$ cat src/rtl/ws281x_pixel_fifo.sv
// Pixel FIFO between the ws281x register block and one ws281x_driver.
// First-word-fall-through: rd_data always shows the head entry while dval is high.
module ws281x_pixel_fifo #(
    parameter int DEPTH = 8,
    parameter int AW    = 3,
    parameter int DW    = 24
) (
    input  logic          mclk,
    input  logic          h_reset,
    input  logic          flush,
    input  logic          wr_en,
    input  logic [DW-1:0] wr_data,
    output logic          full,
    output logic [AW:0]   level,
    input  logic [AW:0]   lowmark_thr,
    output logic          lowmark,
    input  logic          ovf_clr,
    output logic          ovf_sticky,
    input  logic          unf_clr,
    output logic          unf_sticky,
    input  logic          data_rd,
    output logic          dval,
    output logic [DW-1:0] rd_data
);

    localparam logic [AW:0] DEPTH_L = (AW + 1)'(DEPTH);

    logic [DW-1:0] mem [DEPTH];
    logic [AW-1:0] wr_ptr;
    logic [AW-1:0] rd_ptr;
    logic          push;
    logic          pop;
    logic          ovf_event;
    logic          unf_event;

    assign full    = (level == DEPTH_L);
    assign dval    = (level != '0);
    assign lowmark = (level < lowmark_thr);
    assign rd_data = mem[rd_ptr];

    // A full FIFO still takes a word when the driver frees a slot in the same cycle.
    assign push      = wr_en & (~full | data_rd) & ~flush;
    assign pop       = data_rd & dval & ~flush;
    assign ovf_event = wr_en & full & ~data_rd & ~flush;
    assign unf_event = data_rd & ~dval & ~flush;

    always_ff @(posedge mclk) begin
        if (push && !h_reset) begin
            mem[wr_ptr] <= wr_data;
        end
    end

    always_ff @(posedge mclk) begin
        if (h_reset) begin
            wr_ptr     <= '0;
            rd_ptr     <= '0;
            level      <= '0;
            ovf_sticky <= 1'b0;
            unf_sticky <= 1'b0;
        end else begin
            if (flush) begin
                wr_ptr <= '0;
                rd_ptr <= '0;
                level  <= '0;
            end else begin
                if (push) begin
                    wr_ptr <= wr_ptr + 1'b1;
                end
                if (pop) begin
                    rd_ptr <= rd_ptr + 1'b1;
                end
                if (push && !pop) begin
                    level <= level + 1'b1;
                end else if (pop && !push) begin
                    level <= level - 1'b1;
                end
            end
            // Set beats clear when both happen in the same cycle.
            ovf_sticky <= ovf_event | (ovf_sticky & ~ovf_clr);
            unf_sticky <= unf_event | (unf_sticky & ~unf_clr);
        end
    end

endmodule
$ cat config.mk
export PLATFORM = sky130hd
export DESIGN_NAME = ws281x_pixel_fifo
export DESIGN_NICKNAME = d
export VERILOG_FILES = /design/src/rtl/ws281x_pixel_fifo.sv
export SDC_FILE = /design/constraint.sdc
export NUM_CORES = 1
export LEC_CHECK = 0
export ABC_CLOCK_PERIOD_IN_PS = 13300
export CAP_MARGIN = 20
export CORE_UTILIZATION = 50
export CTS_CLUSTER_SIZE = 28
export DETAILED_ROUTE_END_ITERATION = 7
export PLACE_DENSITY = 0.66
export RECOVER_POWER = 100
export SLEW_MARGIN = 20
export SYNTH_ARGS = -nofsm -noshare
export SYNTH_HDL_FRONTEND = slang
export SYNTH_SLANG_ARGS = --single-unit
$ cat constraint.sdc
create_clock -name mclk -period 13.3 [get_ports mclk]
set_clock_uncertainty 0.15 [all_clocks]
set_input_delay 3.99 -clock mclk [delete_from_list [all_inputs] [get_ports mclk]]
set_output_delay 3.99 -clock mclk [all_outputs]
set_load 0.05 [all_outputs]
==> results.md, run 1 <==
* Core Util, Final at 0.611
* DR vias at between 3000 and 4000
* Final Wtd Congestion at just under 0.7
* Max Fclk at between 90 and 100 MHz
* Pwr/cell area at approximately 140 nW/um^2
* Area leader, netlist: edfxtp_1
* Critical Path Start Type: input port
* Total Wirelength at 14600 um
* Num Clock Sinks at between 200 and 250
* Critical path class: in -> out
* CTS H-tree lvls at 1
* Area contributors post-synth: edfxtp_1, mux4_2, dfxtp_1
* Sw frac at 0.198
* Compound-Gate Fraction of Synth Area at 0.0137
* DP Cell Count at between 600 and 700
* Port-buffer cells at 67
* Prevailing post-synth register cell: edfxtp_1
* Drt via density at approximately 5.4
* Cells after Synth at 374
* Number of hold buffers added after cts at 0
* Fin Setup TNS at 0 ns
* Final Non-Filler Cells at a little under 700
* Max-slew violation count at 46
* Global-route wire length before repair at between 20000 and 25000 um
* Layout Cell Area excl Fill at between 9000 and 10000 um^2
* Initial antenna violation count at 1
* Worst-path clk slew at 0.06 ns
* Die width at roughly 130 um
* Clock root cell: clkbuf_16
* Die Ht at ~130 um
* Nets@finish at about 510
* Syn-to-layout area delta at 19.6%
* Slew margin rel. at -0.226
* Number of global-route vias before repair at about 4100
* Worst Hold Class: reg -> reg
* RSZ-0062 raised after global routing: no
* Multiplexer share of the synthesized area at 0.176
* Post-synth EDFFs at 192
* DPL Wire Length at 8430 um
* CTS tree: done
* 1st-iter DRT viols at between 200 and 300
* Largest net degree at the start of global routing at 49
* Die area at 16700 um^2
* Leakage power at roughly 3.1 nW
* Register area share after synthesis at 0.747
* Max Cap Viol at 3
* CORE AREA at around 16000 um^2
* Number of buffers created by CTS at 21
* Setup bufs post-CTS at 0
* Psw at about 0.27 mW
* Rows at 46
* Initial Utilization at 0.511
* Syn nets at roughly 420
* Average wire per standard cell at between 20 and 25 um
* Worst skew pair latency at roughly 0.5 ns
* DRC errors left at 0
* Comb pwr share at 0.049
* Most common cell in the netlist: edfxtp_1
* Post-synth top area share at 0.710
* Crit path time final at 10.19 ns
* Post-synthesis async set-or-reset flop share at 0
* Critical Path RT at about 9.2 ns
* Largest family of logic cells by synthesized area: multiplexers
* Critical Path Sink Type: primary output
* Commonest cells post-synth: edfxtp_1, mux4_2, dfxtp_1, nor2_1
* Tcrit/Tclk final at 0.766
* Mapped Area at around 8000 um^2
* Status: finished, violations left
* Failing checks: capacitance limit, slew limit
* Endpoints failing hold at 0
* Setup violations, final at 0
* Overflow after GRT at 0
* I/O pins at 68
* Clk buf depth at 3
* Peak VDD IR at approximately 0.084 mV
* ANT nets after route at 0
* Synth cell types at 35
* CP arrival at a little over 6 ns
* Register share of total power at 0.525
* Synth Area in Adders at 0.0148
* Share of layout cells above drive strength 1 at 0.225
* Yosys Warn Count at 0
* Crit Path Max Fanout at 1
* Simple-Gate Fraction of Synth Area at 0.0250
* CTS resizes at 0
* Seq cells post-synth at 207
* TritonRoute pass-1 iters at 5
* Post-place instance area at between 9000 and 10000 um^2
* Power share of the clock group at 0.426
* Tightest Pin Transition at 1.82 ns
* Xor and xnor fraction of the mapped netlist area at 0.00540
* Power Internal at about 1.1 mW
* Total Routing Usage GR at 0.185
* Avg Cell Area, Syn at around 22 um^2
-- final timing paths --
kind	slack, ns	start	to	depth (start not counted)
max	3.11	lowmark_thr[1]	lowmark	7
max reg2reg	9.24	level[0]	mem[2][11]	5
min	0.35	wr_ptr[0]	wr_ptr[0]	2
min reg2reg	0.35	wr_ptr[0]	wr_ptr[0]	2
-- cell type report --
class	count	area, um^2
clock buffers	26	554
well taps	216	270
diodes	1	2.50
inverters	10	37.5
flip-flops and latches	207	6070
multi-input cells	141	1880
clock inverters	11	134
fillers	1161	6180
repair buffers	84	758
-- layout by cell type, fill, tap and decap left out, types with 2 or more instances in the layout --
cell | synthesis | final
clkdlybuf4s50_1 | 0 | 9
mux4_2 | 48 | 48
edfxtp_1 | 192 | 192
buf_4 | 0 | 2
xnor2_1 | 3 | 3
a21oi_1 | 6 | 6
nand2b_1 | 2 | 2
bufinv_16 | 0 | 3
ha_1 | 8 | 8
clkbuf_16 | 0 | 21
clkinv_1 | 0 | 4
o211ai_1 | 0 | 2
xor2_1 | 2 | 2
dfxtp_1 | 15 | 14
mux2i_1 | 3 | 3
nor3_1 | 4 | 4
clkbuf_1 | 5 | 18
mux2_4 | 12 | 12
clkinvlp_4 | 0 | 2
nor2_1 | 15 | 15
nor2b_1 | 3 | 3
dlygate4sd3_1 | 0 | 58
inv_1 | 10 | 10
nor4_1 | 4 | 4
nand3_1 | 3 | 3
a21o_1 | 2 | 2
mux2_2 | 12 | 12
-- per-stage QoR --
stage	hold slack, ns	total power, mW	setup slack (ns)
detailed placement	0.349	0.804	3.16
floorplan	0.323	0.774	3.80
global placement	0.327	0.802	3.16
CTS	0.362	1.38	3.16
finish	0.351	1.37	3.11
global route	0.395	1.41	3.03
-- power by group through the flow --
stage	logic, mW	registers [mW]	clock network [mW]
after global routing	0.0726	0.718	0.618
after floorplan	0.0396	0.734	0
after global placement	0.0695	0.733	0
final	0.0676	0.718	0.582
after detailed placement	0.0710	0.733	0
after CTS	0.0715	0.719	0.594
-- cell families after synthesis --
family                     count (synthesis)
DFF                                      207
muxes                                     75
and+or+nand+nor                           38
buffers and inverters                     26
AOI/OAI and AO/OA                         14
adders and majority gates                  9
xor gates and xnor gates                   5
-- state kept, by name (all words and copies together) (netlist names), named ones only --
| signal | cells |
|---|---|
| mem | 192 |
| level | 4 |
| rd_ptr | 3 |
| wr_ptr | 3 |
| ovf_sticky | 1 |
| unf_sticky | 1 |
-- metal layers --
metal  GRT usage  up-vias  routed length [um]
li1            -     1715                   -
met1       0.238     1937                6040
met2       0.314      109                7450
met3      0.0372       25                 854
met4      0.0630        0                 277
met5           0        -                   0
-- worst max-delay path: stages --
cell	delay (ns)
clkdlybuf4s50_1	0.45
inv_1	0.04
ha_1	0.26
a21o_1	0.16
a21o_1	0.17
a21oi_1	0.12
dlygate4sd3_1	0.88
Note: power is estimated with default switching activity, not from simulation.
==> run 2: changes to the inputs <==
- ABC_CLOCK_PERIOD_IN_PS: 13300 -> 8850
- PLACE_DENSITY: 0.66 -> 0.69
- clock period: 13.3 -> 8.85 ns (I/O delays scaled with it)
==> run 2 against run 1 <==
The run still ends with capacitance limit, slew limit left. Critical path depth is 4 lower. Via count is 0.26% lower. Register-to-register slack worse by 4.1 ns. Largest cell class unchanged. Highest routed layer unchanged.
==> results.md, run 2 (synthesis results as in run 1) <==
* Crit-path cells: mux4_2, mux2_2, dlygate4sd3_1
* Clk buf depth at 3
* Number of buffers created by CTS at 21
* Final Wtd Congestion at 0.706
* Clock root cell: clkbuf_16
* DP Cell Count at 657
* Post-place instance area at just over 9000 um^2
* Die area at ~17000 um^2
* 1st-iter DRT viols at roughly 320
* DRC errors left at 0
* CTS H-tree lvls at 1
* Num Clock Sinks at 207
* Worst-path clk slew at approximately 0.06 ns
* CORE AREA at between 15000 and 20000 um^2
* Max-slew violation count at 49
* CTS tree: done
* Critical Path RT at slightly above 6 ns
* Pre-CTS setup slack at between 1 and 1.5 ns
* Crit Path Max Fanout at between 40 and 50
* Worst Hold Class: reg -> reg
* Total Wirelength at 14200 um
* Max Fclk at approximately 130 MHz
* Peak VDD IR at ~0.16 mV
* Initial Utilization at 0.511
* Largest registers: mem x192, level x4
* TritonRoute pass-1 iters at 4
* Max reg flops at about 190
* Worst skew pair latency at roughly 0.47 ns
* Largest net degree at the start of global routing at 49
* Max Cap Viol at 1
* Die Ht at roughly 130 um
* Final Total Pwr at between 2 and 2.5 mW
* Slew margin rel. at -1.22
* Global-route wire length before repair at 22300 um
* Slowest CP cell: dfxtp_1
* Fin Setup TNS at 0 ns
* Status: finished, violations left
* Syn-to-layout area delta at 19.2%
* CP max stage delay at roughly 2.6 ns
* Power share of the clock group at 0.422
* RSZ-0062 raised after global routing: no
* Core Util, Final at 0.609
* DR vias at about 3800
* Most flop-heavy register: mem
* Drt via density at around 5.4
* Leading cell types in the layout, fill and taps excluded: edfxtp_1, dlygate4sd3_1, mux4_2, clkbuf_16, clkbuf_1
* WHS at about 0.35 ns
* Number of global-route vias before repair at around 4100
* Total Routing Usage GR at 0.184
* Critical Path Start Type: flip-flop
* CP bufs+invs at 1
* I/O pins at a little under 70
* CTS resizes at 0
* Setup bufs post-CTS at 0
* Initial antenna violation count at 2
* Endpoints failing hold at 0
* Tightest Pin Transition at ~3.3 ns
* Leakage power at 3.11 nW
* Die width at ~130 um
* Overflow after GRT at 0
* Comb pwr share at 0.049
* ANT nets after route at 0
* Crit path time final at 7.72 ns
* Number of hold buffers added after cts at 0
* Critical path class: reg -> out
* Rows at between 40 and 50
* Most common cell after layout, fill and taps aside: edfxtp_1
* Power Internal at about 1.6 mW
* Cell family with most CP delay: flip-flops
* Port-buffer cells at between 60 and 70
* CP arrival at between 4 and 5 ns
* Failing checks: capacitance limit, slew limit
* Pwr/cell area at between 200 and 250 nW/um^2
* Psw at 0.396 mW
* DPL Wire Length at 8330 um
* Setup violations, final at 0
* Critical Path Sink Type: primary output
* Register share of total power at 0.529
* Average wire per standard cell at 20.5 um
* Layout Cell Area excl Fill at between 9000 and 10000 um^2
* Final Non-Filler Cells at around 690
* Worst setup margin at 1.13 ns
* Share of layout cells above drive strength 1 at 0.227
* Nets@finish at slightly above 500
* Tcrit/Tclk final at 0.872
* Sw frac at 0.194
==> run 2: final timing paths <==
path | slack (ns) | depth (start not counted) | end | startpoint
hold / removal | 0.35 | 2 | wr_ptr[0] | wr_ptr[0]
setup reg to reg | 5.17 | 5 | mem[2][5] | level[1]
setup / recovery | 1.13 | 3 | rd_data[23] | flip-flop
hold reg to reg | 0.35 | 2 | wr_ptr[0] | wr_ptr[0]
==> run 2: cell type report <==
| cell class | instances | area [um^2] |
|---|---|---|
| Fill cell | 1127 | 6210 |
| Tap cell | 216 | 270 |
| Clock buffer | 26 | 554 |
| Sequential cell | 207 | 6070 |
| Antenna cell | 2 | 5.00 |
| Clock inverter | 9 | 121 |
| Multi-Input combinational cell | 141 | 1880 |
| Inverter | 10 | 37.5 |
| Timing Repair Buffer | 83 | 738 |
==> run 2: metal layers <==
| metal | vias up | part of all wire | routed length [um] | track usage |
|---|---|---|---|---|
| met5 | - | 0 | 0 | 0 |
| li1 | 1719 | - | - | - |
| met3 | 21 | 0.079 | 1120 | 0.0355 |
| met2 | 123 | 0.50 | 7180 | 0.317 |
| met1 | 1913 | 0.40 | 5700 | 0.237 |
| met4 | 0 | 0.017 | 244 | 0.0574 |
==> run 2: worst min-delay path: stages, from the launching register on <==
cell and delay (ns):
dfxtp_1 0.33, nand2_1 0.07, a21oi_1 0.05
==> run 2: power groups by stage <==
| stage | Sequential, mW | Combinational, mW | Clock (mW) |
|---|---|---|---|
| after floorplan | 1.10 | 0.0594 | 0 |
| after global placement | 1.10 | 0.104 | 0 |
| after detailed placement | 1.10 | 0.107 | 0 |
| after CTS | 1.08 | 0.107 | 0.881 |
| after global routing | 1.08 | 0.108 | 0.916 |
| final | 1.08 | 0.100 | 0.862 |
==> run 3: changes to the inputs <==
- PLACE_DENSITY: 0.69 -> 0.7
==> run 3 against run 2 <==
The run still ends with capacitance limit, slew limit left. Routed wire length fell by 2.7%. Sequential power barely moved. Register-to-register slack got worse by 0.12 ns. Sequential cell count did not move. Power fell by 1.9%. First-iteration DRC count fell by 14%. Die area did not move.
==> results.md, run 3 (synthesis results as in run 1) <==
* Status: finished, violations left
* Failing checks: capacitance limit, slew limit
* Final Total Pwr at between 2 and 2.5 mW
* CORE AREA at 15900 um^2
* Post-place instance area at slightly above 9000 um^2
* Critical Path Start Type: flip-flop
* CTS H-tree lvls at 1
* Overflow after GRT at 0
* Register share of total power at 0.540
* Core Util, Final at 0.608
* DPL Wire Length at between 7000 and 8000 um
* 1st-iter DRT viols at ~270
* Tcrit/Tclk final at 0.862
* Share of layout cells above drive strength 1 at 0.242
* DR vias at ~3800
* Clk buf depth at 3
* Critical Path RT at slightly above 6 ns
* Sw frac at 0.200
* Number of hold buffers added after cts at 0
* Nets@finish at 502
* Crit Path Max Fanout at 48
* Layout Cell Area excl Fill at 9660 um^2
* RSZ-0062 raised after global routing: no
* Leading cell types in the layout, fill and taps excluded: edfxtp_1, dlygate4sd3_1, mux4_2, clkbuf_16, nor2_1
* WHS at between 0.3 and 0.4 ns
* Pre-CTS setup slack at approximately 1.3 ns
* Final Wtd Congestion at just under 0.7
* Max-slew violation count at between 200 and 250
* Max reg flops at 192
* Port-buffer cells at 67
* Power share of the clock group at 0.410
* Clock root cell: clkbuf_16
* Num Clock Sinks at roughly 210
* CP arrival at 4.82 ns
* Slew margin rel. at -1.14
* Initial antenna violation count at 1
* Number of buffers created by CTS at 21
* DP Cell Count at between 600 and 700
* Number of global-route vias before repair at roughly 4000
* Rows at 46
* Fin Setup TNS at 0 ns
* Most flop-heavy register: mem
* Drt via density at between 5 and 6
* Critical Path Sink Type: primary output
* Pwr/cell area at approximately 210 nW/um^2
* Crit path time final at 7.63 ns
* Die Ht at approximately 130 um
* Global-route wire length before repair at 21800 um
* CTS resizes at 0
* Endpoints failing hold at 0
* Syn-to-layout area delta at 19.0%
* Power Internal at approximately 1.6 mW
* Total Wirelength at ~14000 um
* Psw at around 0.40 mW
* Largest net degree at the start of global routing at slightly below 50
* ANT nets after route at 0
* CTS tree: done
* Final Non-Filler Cells at about 690
* Worst skew pair latency at 0.48 ns
* Comb pwr share at 0.050
* DRC errors left at 0
* TritonRoute pass-1 iters at 5
* Max Fclk at between 100 and 150 MHz
* Die area at approximately 17000 um^2
* Peak VDD IR at approximately 0.11 mV
* Worst-path clk slew at about 0.060 ns
* Total Routing Usage GR at 0.179
* Die width at between 100 and 150 um
* Worst Hold Class: reg -> reg
* Most common cell after layout, fill and taps aside: edfxtp_1
* Tightest Pin Transition at 3.21 ns
* Average wire per standard cell at approximately 20 um
* I/O pins at 68
* Setup violations, final at 0
* Leakage power at between 3 and 4 nW
* Initial Utilization at 0.511
* Setup bufs post-CTS at 0
* Worst setup margin at approximately 1.2 ns
* Critical path class: reg -> out
* Max Cap Viol at 8
* Largest registers: mem x192, level x4
run 3: power groups by stage:
stage	registers [mW]	clock network, mW	logic, mW
final	1.08	0.822	0.0999
after global routing	1.08	0.878	0.107
after detailed placement	1.10	0	0.106
after floorplan	1.10	0	0.0594
after global placement	1.10	0	0.104
after CTS	1.08	0.840	0.107
run 3: worst paths after layout:
kind | from | endpoint | slack [ns] | depth (start not counted)
worst max-delay path | flip-flop | rd_data[19] | 1.22 | 3
worst min-delay path | wr_ptr[0] | wr_ptr[0] | 0.34 | 2
worst max register to register | level[0] | mem[2][4] | 5.05 | 5
worst min register to register | wr_ptr[0] | wr_ptr[0] | 0.34 | 2
run 3: critical path, stage by stage (launching register included):
cell and delay, ns:
dfxtp_1 2.52, mux4_2 0.73, mux2_2 0.31, dlygate4sd3_1 0.77
run 3: area by class of cell:
type | instances | area, um^2
Inverter | 10 | 37.5
Sequential cell | 207 | 6070
Multi-Input combinational cell | 141 | 1910
Timing Repair Buffer | 77 | 716
Tap cell | 216 | 270
Fill cell | 1154 | 6230
Antenna cell | 1 | 2.50
Clock buffer | 28 | 572
Clock inverter | 9 | 80.1
run 3: layer usage:
metal	track usage	share of wire	vias to the layer above
met5	0	0	-
met4	0.0595	0.020	0
met3	0.0334	0.073	24
met2	0.296	0.49	125
met1	0.240	0.42	1901
li1	-	-	1702
